**src/rtl/pixel_blend_if.sv**
```systemverilog
// pixel_blend_if: pixel stream in, frame-buffer write port out.
// Ports: val/sync_x/sync_y/dvi_*/ccd_*/mode/alpha/wrfull -> slave; wrreq/wrdata <- slave.
interface pixel_blend_if;
    logic        val;
    logic [9:0]  sync_x;
    logic [9:0]  sync_y;
    logic [4:0]  dvi_r;
    logic [5:0]  dvi_g;
    logic [4:0]  dvi_b;
    logic [4:0]  ccd_r;
    logic [5:0]  ccd_g;
    logic [4:0]  ccd_b;
    logic [1:0]  mode;
    logic [3:0]  alpha;
    logic        wrfull;
    logic        wrreq;
    logic [35:0] wrdata;

    modport slave (
        input  val, sync_x, sync_y,
        input  dvi_r, dvi_g, dvi_b,
        input  ccd_r, ccd_g, ccd_b,
        input  mode, alpha, wrfull,
        output wrreq, wrdata
    );

    modport master (
        output val, sync_x, sync_y,
        output dvi_r, dvi_g, dvi_b,
        output ccd_r, ccd_g, ccd_b,
        output mode, alpha, wrfull,
        input  wrreq, wrdata
    );
endinterface

```
**src/rtl/pixel_blend_writer.sv**
```systemverilog
// pixel_blend_writer: composites DVI/CCD pixels, skid-buffers, writes frame FIFO.
// Ports: clk_25, rst_n (async low), bus (pixel_blend_if.slave),
//        frame_done, overflow, range_err, pix_count, drop_count.
// Macro BLEND_STATS_EN: implements the saturating drop_count (else tied to 0).
module pixel_blend_writer #(
    parameter int H_ACTIVE   = 640,
    parameter int V_ACTIVE   = 480,
    parameter int SKID_DEPTH = 4
) (
    input  logic         clk_25,
    input  logic         rst_n,
    pixel_blend_if.slave bus,
    output logic         frame_done,
    output logic         overflow,
    output logic         range_err,
    output logic [18:0]  pix_count,
    output logic [15:0]  drop_count
);
    localparam int AW = $clog2(SKID_DEPTH);
    localparam int CW = AW + 1;
    localparam logic [9:0]    X_LIM  = 10'(H_ACTIVE);
    localparam logic [9:0]    Y_LIM  = 10'(V_ACTIVE);
    localparam logic [9:0]    X_HALF = 10'(H_ACTIVE / 2);
    localparam logic [9:0]    X_LAST = 10'(H_ACTIVE - 1);
    localparam logic [9:0]    Y_LAST = 10'(V_ACTIVE - 1);
    localparam logic [CW-1:0] DEPTH  = CW'(SKID_DEPTH);

    typedef enum logic [1:0] {
        M_DVI   = 2'b00,
        M_CCD   = 2'b01,
        M_BLEND = 2'b10,
        M_SPLIT = 2'b11
    } mode_e;

    // S1: capture, saturate alpha, form the weighted products
    logic       w_in_range;
    logic [3:0] w_a;
    logic [3:0] w_na;

    assign w_in_range = (bus.sync_x < X_LIM) && (bus.sync_y < Y_LIM);
    assign w_a        = (bus.alpha > 4'd8) ? 4'd8 : bus.alpha;
    assign w_na       = 4'd8 - w_a;

    logic        r_s1_vld;
    logic [9:0]  r_s1_x;
    logic [9:0]  r_s1_y;
    logic [15:0] r_s1_dvi;
    logic [15:0] r_s1_ccd;
    mode_e       r_s1_mode;
    logic [7:0]  r_pc_r, r_pd_r, r_pc_b, r_pd_b;
    logic [8:0]  r_pc_g, r_pd_g;
    logic        r_range_err;

    always_ff @(posedge clk_25 or negedge rst_n) begin
        if (!rst_n) begin
            r_s1_vld    <= 1'b0;
            r_s1_x      <= '0;
            r_s1_y      <= '0;
            r_s1_dvi    <= '0;
            r_s1_ccd    <= '0;
            r_s1_mode   <= M_DVI;
            r_pc_r      <= '0;
            r_pd_r      <= '0;
            r_pc_g      <= '0;
            r_pd_g      <= '0;
            r_pc_b      <= '0;
            r_pd_b      <= '0;
            r_range_err <= 1'b0;
        end else begin
            r_s1_vld <= bus.val && w_in_range;
            if (bus.val && !w_in_range)
                r_range_err <= 1'b1;
            if (bus.val) begin
                r_s1_x    <= bus.sync_x;
                r_s1_y    <= bus.sync_y;
                r_s1_dvi  <= {bus.dvi_r, bus.dvi_g, bus.dvi_b};
                r_s1_ccd  <= {bus.ccd_r, bus.ccd_g, bus.ccd_b};
                r_s1_mode <= mode_e'(bus.mode);
                r_pc_r    <= {3'b0, bus.ccd_r} * {4'b0, w_a};
                r_pd_r    <= {3'b0, bus.dvi_r} * {4'b0, w_na};
                r_pc_g    <= {3'b0, bus.ccd_g} * {5'b0, w_a};
                r_pd_g    <= {3'b0, bus.dvi_g} * {5'b0, w_na};
                r_pc_b    <= {3'b0, bus.ccd_b} * {4'b0, w_a};
                r_pd_b    <= {3'b0, bus.dvi_b} * {4'b0, w_na};
            end
        end
    end

    // S2: rounded divide by 8; weights sum to 8 so result fits the channel
    logic [4:0]  w_bl_r, w_bl_b;
    logic [5:0]  w_bl_g;
    logic [15:0] w_rgb;

    assign w_bl_r = 5'(({2'b0, r_pc_r} + {2'b0, r_pd_r} + 10'd4) >> 3);
    assign w_bl_g = 6'(({1'b0, r_pc_g} + {1'b0, r_pd_g} + 10'd4) >> 3);
    assign w_bl_b = 5'(({2'b0, r_pc_b} + {2'b0, r_pd_b} + 10'd4) >> 3);

    always_comb begin
        w_rgb = r_s1_dvi;
        unique case (r_s1_mode)
            M_DVI:   w_rgb = r_s1_dvi;
            M_CCD:   w_rgb = r_s1_ccd;
            M_BLEND: w_rgb = {w_bl_r, w_bl_g, w_bl_b};
            M_SPLIT: w_rgb = (r_s1_x < X_HALF) ? r_s1_dvi : r_s1_ccd;
        endcase
    end

    logic        r_s2_vld;
    logic        r_s2_last;
    logic [35:0] r_s2_word;

    always_ff @(posedge clk_25 or negedge rst_n) begin
        if (!rst_n) begin
            r_s2_vld  <= 1'b0;
            r_s2_last <= 1'b0;
            r_s2_word <= '0;
        end else begin
            r_s2_vld  <= r_s1_vld;
            r_s2_last <= (r_s1_x == X_LAST) && (r_s1_y == Y_LAST);
            r_s2_word <= {r_s1_x, r_s1_y, w_rgb};
        end
    end

    // S3 + drain: skid FIFO; a pop frees a slot for the same-cycle push
    logic [35:0]   r_mem [SKID_DEPTH];
    logic [AW-1:0] r_wptr, r_rptr;
    logic [CW-1:0] r_cnt;
    logic          w_pop, w_full, w_push, w_drop, w_last;

    assign w_pop  = (r_cnt != '0) && !bus.wrfull;
    assign w_full = (r_cnt == DEPTH);
    assign w_push = r_s2_vld && (!w_full || w_pop);
    assign w_drop = r_s2_vld && w_full && !w_pop;
    assign w_last = r_s2_vld && r_s2_last;

    always_ff @(posedge clk_25) begin
        if (w_push)
            r_mem[r_wptr] <= r_s2_word;
    end

    logic        r_wrreq;
    logic [35:0] r_wrdata;
    logic        r_frame_done;
    logic        r_overflow;
    logic [18:0] r_pix_count;

    always_ff @(posedge clk_25 or negedge rst_n) begin
        if (!rst_n) begin
            r_wptr       <= '0;
            r_rptr       <= '0;
            r_cnt        <= '0;
            r_wrreq      <= 1'b0;
            r_wrdata     <= '0;
            r_frame_done <= 1'b0;
            r_overflow   <= 1'b0;
            r_pix_count  <= '0;
        end else begin
            r_wrreq      <= w_pop;
            r_frame_done <= w_last;
            r_cnt        <= r_cnt + CW'(w_push) - CW'(w_pop);
            if (w_push)
                r_wptr <= r_wptr + 1'b1;
            if (w_pop) begin
                r_rptr   <= r_rptr + 1'b1;
                r_wrdata <= r_mem[r_rptr];
            end
            if (w_drop)
                r_overflow <= 1'b1;
            if (w_last)
                r_pix_count <= '0;
            else if (w_push)
                r_pix_count <= r_pix_count + 19'd1;
        end
    end

`ifdef BLEND_STATS_EN
    logic [15:0] r_drop_count;

    always_ff @(posedge clk_25 or negedge rst_n) begin
        if (!rst_n)
            r_drop_count <= '0;
        else if (w_drop && (r_drop_count != 16'hFFFF))
            r_drop_count <= r_drop_count + 16'd1;
    end

    assign drop_count = r_drop_count;
`else
    assign drop_count = 16'd0;
`endif

    assign bus.wrreq  = r_wrreq;
    assign bus.wrdata = r_wrdata;
    assign frame_done = r_frame_done;
    assign overflow   = r_overflow;
    assign range_err  = r_range_err;
    assign pix_count  = r_pix_count;
endmodule
```
**src/flat_wrapper.sv**
```systemverilog
// flat-port wrapper written by rule: the top's interface ports become plain ports
module pixel_blend_writer_flat 
#(
    parameter int H_ACTIVE   = 640,
    parameter int V_ACTIVE   = 480,
    parameter int SKID_DEPTH = 4
)
  (clk_25, rst_n, frame_done, overflow, range_err, pix_count, drop_count, bus_val, bus_sync_x, bus_sync_y, bus_dvi_r, bus_dvi_g, bus_dvi_b, bus_ccd_r, bus_ccd_g, bus_ccd_b, bus_mode, bus_alpha, bus_wrfull, bus_wrreq, bus_wrdata);
  pixel_blend_if bus_i ();
  input  logic clk_25;
  input  logic rst_n;
  output logic frame_done;
  output logic overflow;
  output logic range_err;
  output logic [18:0] pix_count;
  output logic [15:0] drop_count;
  input wire logic [$bits(bus_i.val)-1:0] bus_val;
  input wire logic [$bits(bus_i.sync_x)-1:0] bus_sync_x;
  input wire logic [$bits(bus_i.sync_y)-1:0] bus_sync_y;
  input wire logic [$bits(bus_i.dvi_r)-1:0] bus_dvi_r;
  input wire logic [$bits(bus_i.dvi_g)-1:0] bus_dvi_g;
  input wire logic [$bits(bus_i.dvi_b)-1:0] bus_dvi_b;
  input wire logic [$bits(bus_i.ccd_r)-1:0] bus_ccd_r;
  input wire logic [$bits(bus_i.ccd_g)-1:0] bus_ccd_g;
  input wire logic [$bits(bus_i.ccd_b)-1:0] bus_ccd_b;
  input wire logic [$bits(bus_i.mode)-1:0] bus_mode;
  input wire logic [$bits(bus_i.alpha)-1:0] bus_alpha;
  input wire logic [$bits(bus_i.wrfull)-1:0] bus_wrfull;
  output wire logic [$bits(bus_i.wrreq)-1:0] bus_wrreq;
  output wire logic [$bits(bus_i.wrdata)-1:0] bus_wrdata;
  assign bus_i.val = bus_val;
  assign bus_i.sync_x = bus_sync_x;
  assign bus_i.sync_y = bus_sync_y;
  assign bus_i.dvi_r = bus_dvi_r;
  assign bus_i.dvi_g = bus_dvi_g;
  assign bus_i.dvi_b = bus_dvi_b;
  assign bus_i.ccd_r = bus_ccd_r;
  assign bus_i.ccd_g = bus_ccd_g;
  assign bus_i.ccd_b = bus_ccd_b;
  assign bus_i.mode = bus_mode;
  assign bus_i.alpha = bus_alpha;
  assign bus_i.wrfull = bus_wrfull;
  assign bus_wrreq = bus_i.wrreq;
  assign bus_wrdata = bus_i.wrdata;
  pixel_blend_writer #(.H_ACTIVE(H_ACTIVE), .V_ACTIVE(V_ACTIVE), .SKID_DEPTH(SKID_DEPTH)) u_core (.clk_25(clk_25), .rst_n(rst_n), .bus(bus_i), .frame_done(frame_done), .overflow(overflow), .range_err(range_err), .pix_count(pix_count), .drop_count(drop_count));
endmodule
```
**config.mk**
```make
export PLATFORM = sky130hd
export DESIGN_NAME = pixel_blend_writer_flat
export DESIGN_NICKNAME = d
export VERILOG_FILES = /design/src/rtl/pixel_blend_if.sv /design/src/rtl/pixel_blend_writer.sv /design/src/flat_wrapper.sv
export SDC_FILE = /design/constraint.sdc
export NUM_CORES = 1
export LEC_CHECK = 0
export CAP_MARGIN = 10
export CORE_MARGIN = 2
export CORE_UTILIZATION = 55
export CTS_CLUSTER_DIAMETER = 200
export DETAILED_ROUTE_END_ITERATION = 10
export GPL_ROUTABILITY_DRIVEN = 0
export PLACE_DENSITY_LB_ADDON = 0.25
export SYNTH_ARGS = -nofsm -noshare
export SYNTH_HDL_FRONTEND = slang
export SYNTH_SLANG_ARGS = --single-unit
```
**constraint.sdc**
```tcl
create_clock -name clk_25 -period 4.1 [get_ports clk_25]
set_input_delay 0.82 -clock clk_25 [delete_from_list [all_inputs] [get_ports clk_25]]
set_output_delay 0.82 -clock clk_25 [all_outputs]
set_load 0.02 [all_outputs]
```
# [After elaboration in Yosys (flattened, before gate mapping)]
# Memory sizes are Yosys's and may differ from the RTL's. A register that Yosys moved wholly into a read port is not among the register bits.
# Index checks and enable logic that the tools add are counted.
[classes] n_addsub=12 n_mul=6 n_lt_le_gt_ge=4 n_eq_ne=6 muxes=7 reduce_logical=18
[op_table] op="16-bit case mux with 4 select lines" count=1
[op_table] op="19-bit two-way mux" count=2
[op_table] op="5-bit by 4-bit multiplier with 8-bit output" count=4
[op_table] op="10-bit by 9-bit less-than comparator with 1-bit output, second input constant" count=2
[op_table] op="19-bit by 1-bit adder with 19-bit output, second input constant" count=1
[op_table] op="6-bit by 4-bit multiplier with 9-bit output" count=2
[op_table] op="8-bit by 3-bit adder with 8-bit output, second input constant" count=2
[op_table] op="8-bit adder" count=2
[op_table] op="16-bit two-way mux" count=1
[op_table] op="10-bit == test, second input constant" count=1
[op_table] op="10-bit by 9-bit == test with 1-bit output, second input constant" count=1
[op_table] op="10-bit less-than comparator, second input constant" count=1
[op_table] op="9-bit by 3-bit adder with 9-bit output, second input constant" count=1
[op_table] op="9-bit adder" count=1
[op_table] op="1-bit logical AND" count=9
[op_table] op="1-bit logical NOT" count=5
[op_table] op="2-bit by 1-bit adder with 2-bit output, second input constant" count=2
[op_table] op="2-bit == test, second input constant" count=2
[op_table] op="4-bit greater-than comparator, second input constant" count=1
[op_table] op="4-bit two-way mux" count=1
[op_table] op="4-bit subtractor, first input constant" count=1
[op_table] op="3-bit by 1-bit adder with 3-bit output" count=1
[op_table] op="3-bit == test, second input constant" count=1
[op_table] op="3-bit nonzero test" count=1
[op_table] op="other kinds (6)" count=7
[word_totals] reg_bits=173 ramBits=144 out_inout_bits=75 elab_cells=77 mem_count=1
[mem_list] memory="u_core.r_mem" words=4 width=36 read_ports=1 rd_ports_with_merged_regs=1 write_ports=1 line="pixel_blend_writer.sv:125" source="logic [35:0] r_mem [SKID_DEPTH];"

# [Depth between registers and ports, before layout]
[depth] ltp_word=6 mapped_depth=18 depth_no_buf=15

# [Worst setup path after synthesis]
# OpenSTA, ideal clock, no wires.
[synth_path] kind="in2reg" startpoint="input port bus_alpha[3]" endpoint="register u_core.r_pd_g[6]" arrival_ns=4.686 t_required_ns=3.975 slack_ns=-0.711 path_stages=17 path_buffers=3 cell_sequence="clkbuf_1 nor2b_1 clkbuf_1 inv_1 ha_1 xnor2_1 buf_2 nand2_1 fa_1 inv_1 fa_1 inv_1 fa_1 o21ai_0 a21oi_1 xnor2_1 mux2_2"
[synth_between] elab_chain_len=4
[synth_rtl] element="from (decl)" line="flat_wrapper.sv:27" source="input wire logic [$bits(bus_i.alpha)-1:0] bus_alpha;"
[synth_rtl] element="4-bit greater-than comparator" line="pixel_blend_writer.sv:41" source="assign w_a = (bus.alpha > 4'd8) ? 4'd8 : bus.alpha;"
[synth_rtl] element="4-bit two-way mux (*)" line="pixel_blend_writer.sv:41"
[synth_rtl] element="4-bit subtractor (*)" line="pixel_blend_writer.sv:42" source="assign w_na = 4'd8 - w_a;"
[synth_rtl] element="6-bit by 4-bit multiplier with 9-bit output (*)" line="pixel_blend_writer.sv:82" source="r_pd_g <= {3'b0, bus.dvi_g} * {5'b0, w_na};"
[synth_rtl] element="to (signal assigned)" line="pixel_blend_writer.sv:82"
[synth_rtl] element="to (decl)" line="pixel_blend_writer.sv:51" source="logic [8:0] r_pc_g, r_pd_g;"
# Every way passes the cells marked *; elsewhere a longest branch is shown, timed or not.
# A chain may end at the register's enable or synchronous reset.

# [Worst setup path in the final report]
[layout_path] startpoint="input port bus_alpha[1]" endpoint="register u_core.r_pd_b[7]"
[layout_between] elab_chain_len=4
[layout_rtl] element="4-bit greater-than comparator" line="pixel_blend_writer.sv:41"
[layout_rtl] element="4-bit two-way mux (*)" line="pixel_blend_writer.sv:41"
[layout_rtl] element="4-bit subtractor (*)" line="pixel_blend_writer.sv:42"
[layout_rtl] element="5-bit by 4-bit multiplier with 8-bit output (*)" line="pixel_blend_writer.sv:84" source="r_pd_b <= {3'b0, bus.dvi_b} * {4'b0, w_na};"
[layout_rtl] element="to (signal assigned)" line="pixel_blend_writer.sv:84"
[layout_rtl] element="to (decl)" line="pixel_blend_writer.sv:50" source="logic [7:0] r_pc_r, r_pd_r, r_pc_b, r_pd_b;"
# Marks and branches as above.

==> key figures <==
Global routing
  – Number of global-route vias before repair: 11200
  – Initial antenna violation count: 0
  – All-layer global routing usage: 0.223
  – Gr ovfl total: 0
  – Largest net degree at the start of global routing: 115
  – First-pass GRT wire length: 58500 um

Place
  – Port bufs: 120
  – Hpwl dp: ~25000 um
  – Pre-CTS setup slack: -383 ps

Worst setup path
  – Worst reg2reg path depth: 9
  – CP Capture Type: flop
  – Reg2reg setup slack: 1770 ps
  – CP cell instances: clkdlybuf4s50_1, nor2b_4, inv_1, ha_4, xnor2_2, buf_4, nand2_1, fa_1, inv_1, fa_1, ha_1, a21o_1, nand4_1, and4b_1, xnor2_1, mux2_2
  – Reg-to-reg startpoint: u_core.r_pd_r[2]$_DFFE_PN0P_
  – R2r endpoint: u_core.r_s2_word[15]$_DFF_PN0_
  – Crit-path max cell delay: 530 ps
  – Crit start category: input port
  – Arrival @ worst endpoint: 4280 ps
  – WS Path Type: input port to flop
  – Worst-path maximum fanout: 10
  – Data required, critical path: between 4000 and 5000 ps
  – CP max-delay cell: clkdlybuf4s50_1
  – Setup crit end: u_core.r_pd_b[7]$_DFFE_PN0P_
  – Launch point of the worst path: bus_alpha[1]

STA
  – Fin Setup TNS: 0 ps
  – Slew Viols, Final: 0
  – # setup viols final: 0
  – Fmax: 258 MHz
  – Final Skew: approximately 13 ps
  – Least-Margin Pin Slew: 953 ps
  – Max_slew headroom: 0.365
  – Count of final hold-check violations: 0
  – Final worst setup slack: approximately 220 ps
  – Period minus WS final: 3880 ps
  – RSZ-0062 raised after global routing: false
  – Final critical-path share of the clock period: 0.946

Clocking
  – Post-CTS setup buffers: 0
  – Clock Tree Root: clkbuf_16
  – Htree depth: 2
  – Clock slew at reported path FFs: 60 ps
  – Clock insertion delay at the later pin of the skew report: approximately 520 ps
  – Clock sink count: roughly 350
  – Max Buffers Root-to-Sink: 3
  – TritonCTS Buffers: 37
  – CTS tree: yes

Routing
  – DR iter-0 viols: 616
  – DRC: 0
  – Drt first pass iters: 6
  – Wirelength per Cell: 18.3 um
  – DR vias: between 10000 and 15000
  – Post-route ant nets: 0
  – Vias/cell: 5.51
  – Final wirelength: 35300 um

Synth
  – Avg Synthesized Cell Area: 13.4 um^2
  – Post-synth top area share: 0.298
  – Count of cell types in the netlist: 63
  – YS warnings: 0
  – Synth Instances: 1312
  – Synth cell count leaders: dfrtp_1, edfxtp_1, mux2_2, ha_1, nand2_1
  – Most used DFF post-synth: dfrtp_1
  – Post-synth EDFFs: 144
  – Register area share after synthesis: 0.544
  – #FFs+latches synth: about 350
  – Ys async rst share: 0.592
  – Leading area contributor after synthesis: dfrtp_1
  – Synth top area cells: dfrtp_1, edfxtp_1, ha_1, mux2_2, fa_1
  – Mapped Area: 17500 um^2
  – Count leader, synth: dfrtp_1

Floorplan
  – DIE WIDTH: 183 um
  – I/O pin total: 137
  – Core Area: 31500 um^2
  – Die H: 183 um
  – Die ar.: 33400 um^2
  – Row Count: 65
  – Initial Utilization: 0.558

Cells and area
  – Nets@finish: 1705
  – Layout Utilization: 0.661
  – Layout cell share with drive strength beyond 1: 0.201
  – Area Growth Syn to Fin: 18.5%
  – ANT cells: 0
  – Filler cells: around 2400

Power
  – PwrDens: 548 nW/um^2
  – Pleak: just under 0.009 uW
  – Peak supply drop: about 360 uV

Run status
  – Status: complete, no violations

Run
  – Max cap viols: 0

Min path
  – Hold crit path type: input port to async pin
-- cell type report --
type | count | area (um^2) | area share
clock buffers | 49 | 1020 | 0.0492
clock inverters | 18 | 121 | 0.00584
inverters | 93 | 349 | 0.0168
multi-input cells | 818 | 7460 | 0.359
flip-flops and latches | 353 | 9560 | 0.459
well taps | 402 | 503 | 0.0242
repair buffers | 191 | 1790 | 0.0860
-- worst max-delay path, delay by kind of cell --
| kind | cells | cell delay, ps |
|---|---|---|
| and+or+nand+nor | 4 | 530 |
| xor gates and xnor gates | 2 | 190 |
| AOI/OAI and AO/OA | 1 | 170 |
| muxes | 1 | 260 |
| buffers and inverters | 4 | 840 |
| adders and majority gates | 4 | 1470 |
-- registers in the layout, indices dropped and copies added, names as in the netlist, 2 cells and up --
signal and cells:
u_core.r_mem 144, u_core.bus.wrdata 36, u_core.r_s2_word 36, u_core.pix_count 19
u_core.r_s1_ccd 16, u_core.r_s1_dvi 16, u_core.r_s1_x 10, u_core.r_s1_y 10
u_core.r_pc_g 9, u_core.r_pd_g 9, u_core.r_pc_b 8, u_core.r_pc_r 8
u_core.r_pd_b 8, u_core.r_pd_r 8, u_core.r_cnt 3, u_core.r_rptr 2
u_core.r_s1_mode 2, u_core.r_wptr 2
-- timing repair --
item                       in CTS  in global routing
hold buffers                    0                  0
setup endpoints to repair       0                  1
gates resized for setup         0                  3
-- worst min-delay path by stage --
stage	slack, ps	end	depth (start not counted)	start
4_1_cts	390	u_core.r_s2_word[27]$_DFF_PN0_	0	u_core.r_s1_x[1]$_DFFE_PN0P_
6_report	330	u_core.bus.wrdata[29]$_DFFE_PN0P_	1	rst_n
3_3_place_gp	340	u_core.r_s2_vld$_DFF_PN0_	0	u_core.r_s1_vld$_DFF_PN0_
5_1_grt	390	u_core.r_s2_vld$_DFF_PN0_	0	u_core.r_s1_vld$_DFF_PN0_
2_1_floorplan	330	u_core.r_s2_vld$_DFF_PN0_	0	u_core.r_s1_vld$_DFF_PN0_
3_5_place_dp	360	u_core.r_s2_vld$_DFF_PN0_	0	u_core.r_s1_vld$_DFF_PN0_
-- layer usage --
layer | vias up | wire length, um | global-route usage
met1 | 5345 | 15900 | 0.302
met5 | - | 0 | 0
met3 | 56 | 1410 | 0.0363
li1 | 4988 | - | -
met4 | 0 | 793 | 0.0613
met2 | 211 | 17200 | 0.377
-- cell families (layout without fill, tap and decap cells) --
group,Yosys count,after routing,synth area share
flops,353,353,0.544
xor+xnor,73,73,0.0364
other cells,1,16,0.000214
mux,158,158,0.124
buf+inv,156,351,0.0387
simple gates,273,273,0.0769
compound gates,149,149,0.0558
fa+ha+maj,149,149,0.124
-- power breakdown --
part	total [uW]	switching (uW)	leakage [uW]	internal, uW
clock	3160	1330	0.000571	1830
combinational	3460	1700	0.00450	1760
sequential	4790	435	0.00383	4350
total	11400	3460	0.00890	7940
-- layout by cell type (no fill, tap or decap), drive strengths merged, types with 4 or more instances in the layout --
cell,synthesis,final
nor2b,8,8
and2,54,54
xnor2,56,56
inv,92,96
nand3,10,10
a31oi,5,5
xor2,17,17
o2bb2ai,6,6
clkdlybuf4s50,0,117
conb,1,16
nor3,12,12
clkbuf,22,49
and4,4,4
buf,41,73
edfxtp,144,144
nand4b,4,4
nand4,5,5
ha,108,108
a21oi,40,40
and3,8,8
nand2,106,106
fa,41,41
a22o,5,5
o21ai,41,41
dfrtp,209,209
a221o,6,6
clkinv,1,14
nor2,49,49
mux4,36,36
mux2i,10,10
a22oi,4,4
or3,5,5
a21o,13,13
mux2,112,112
-- stage by stage --
step           area, um^2  std cells  hold WS [ps]  power [uW]
2_1_floorplan       17700       1327           331        7060
3_3_place_gp        19600       1857           341        8220
3_5_place_dp        19600       1857           361        8320
4_1_cts             20800       1924           394       11500
5_1_grt             20800       1924           393       12100
6_report            20800       1924           330       11400
No activity file was read; power rests on OpenSTA's default activity.
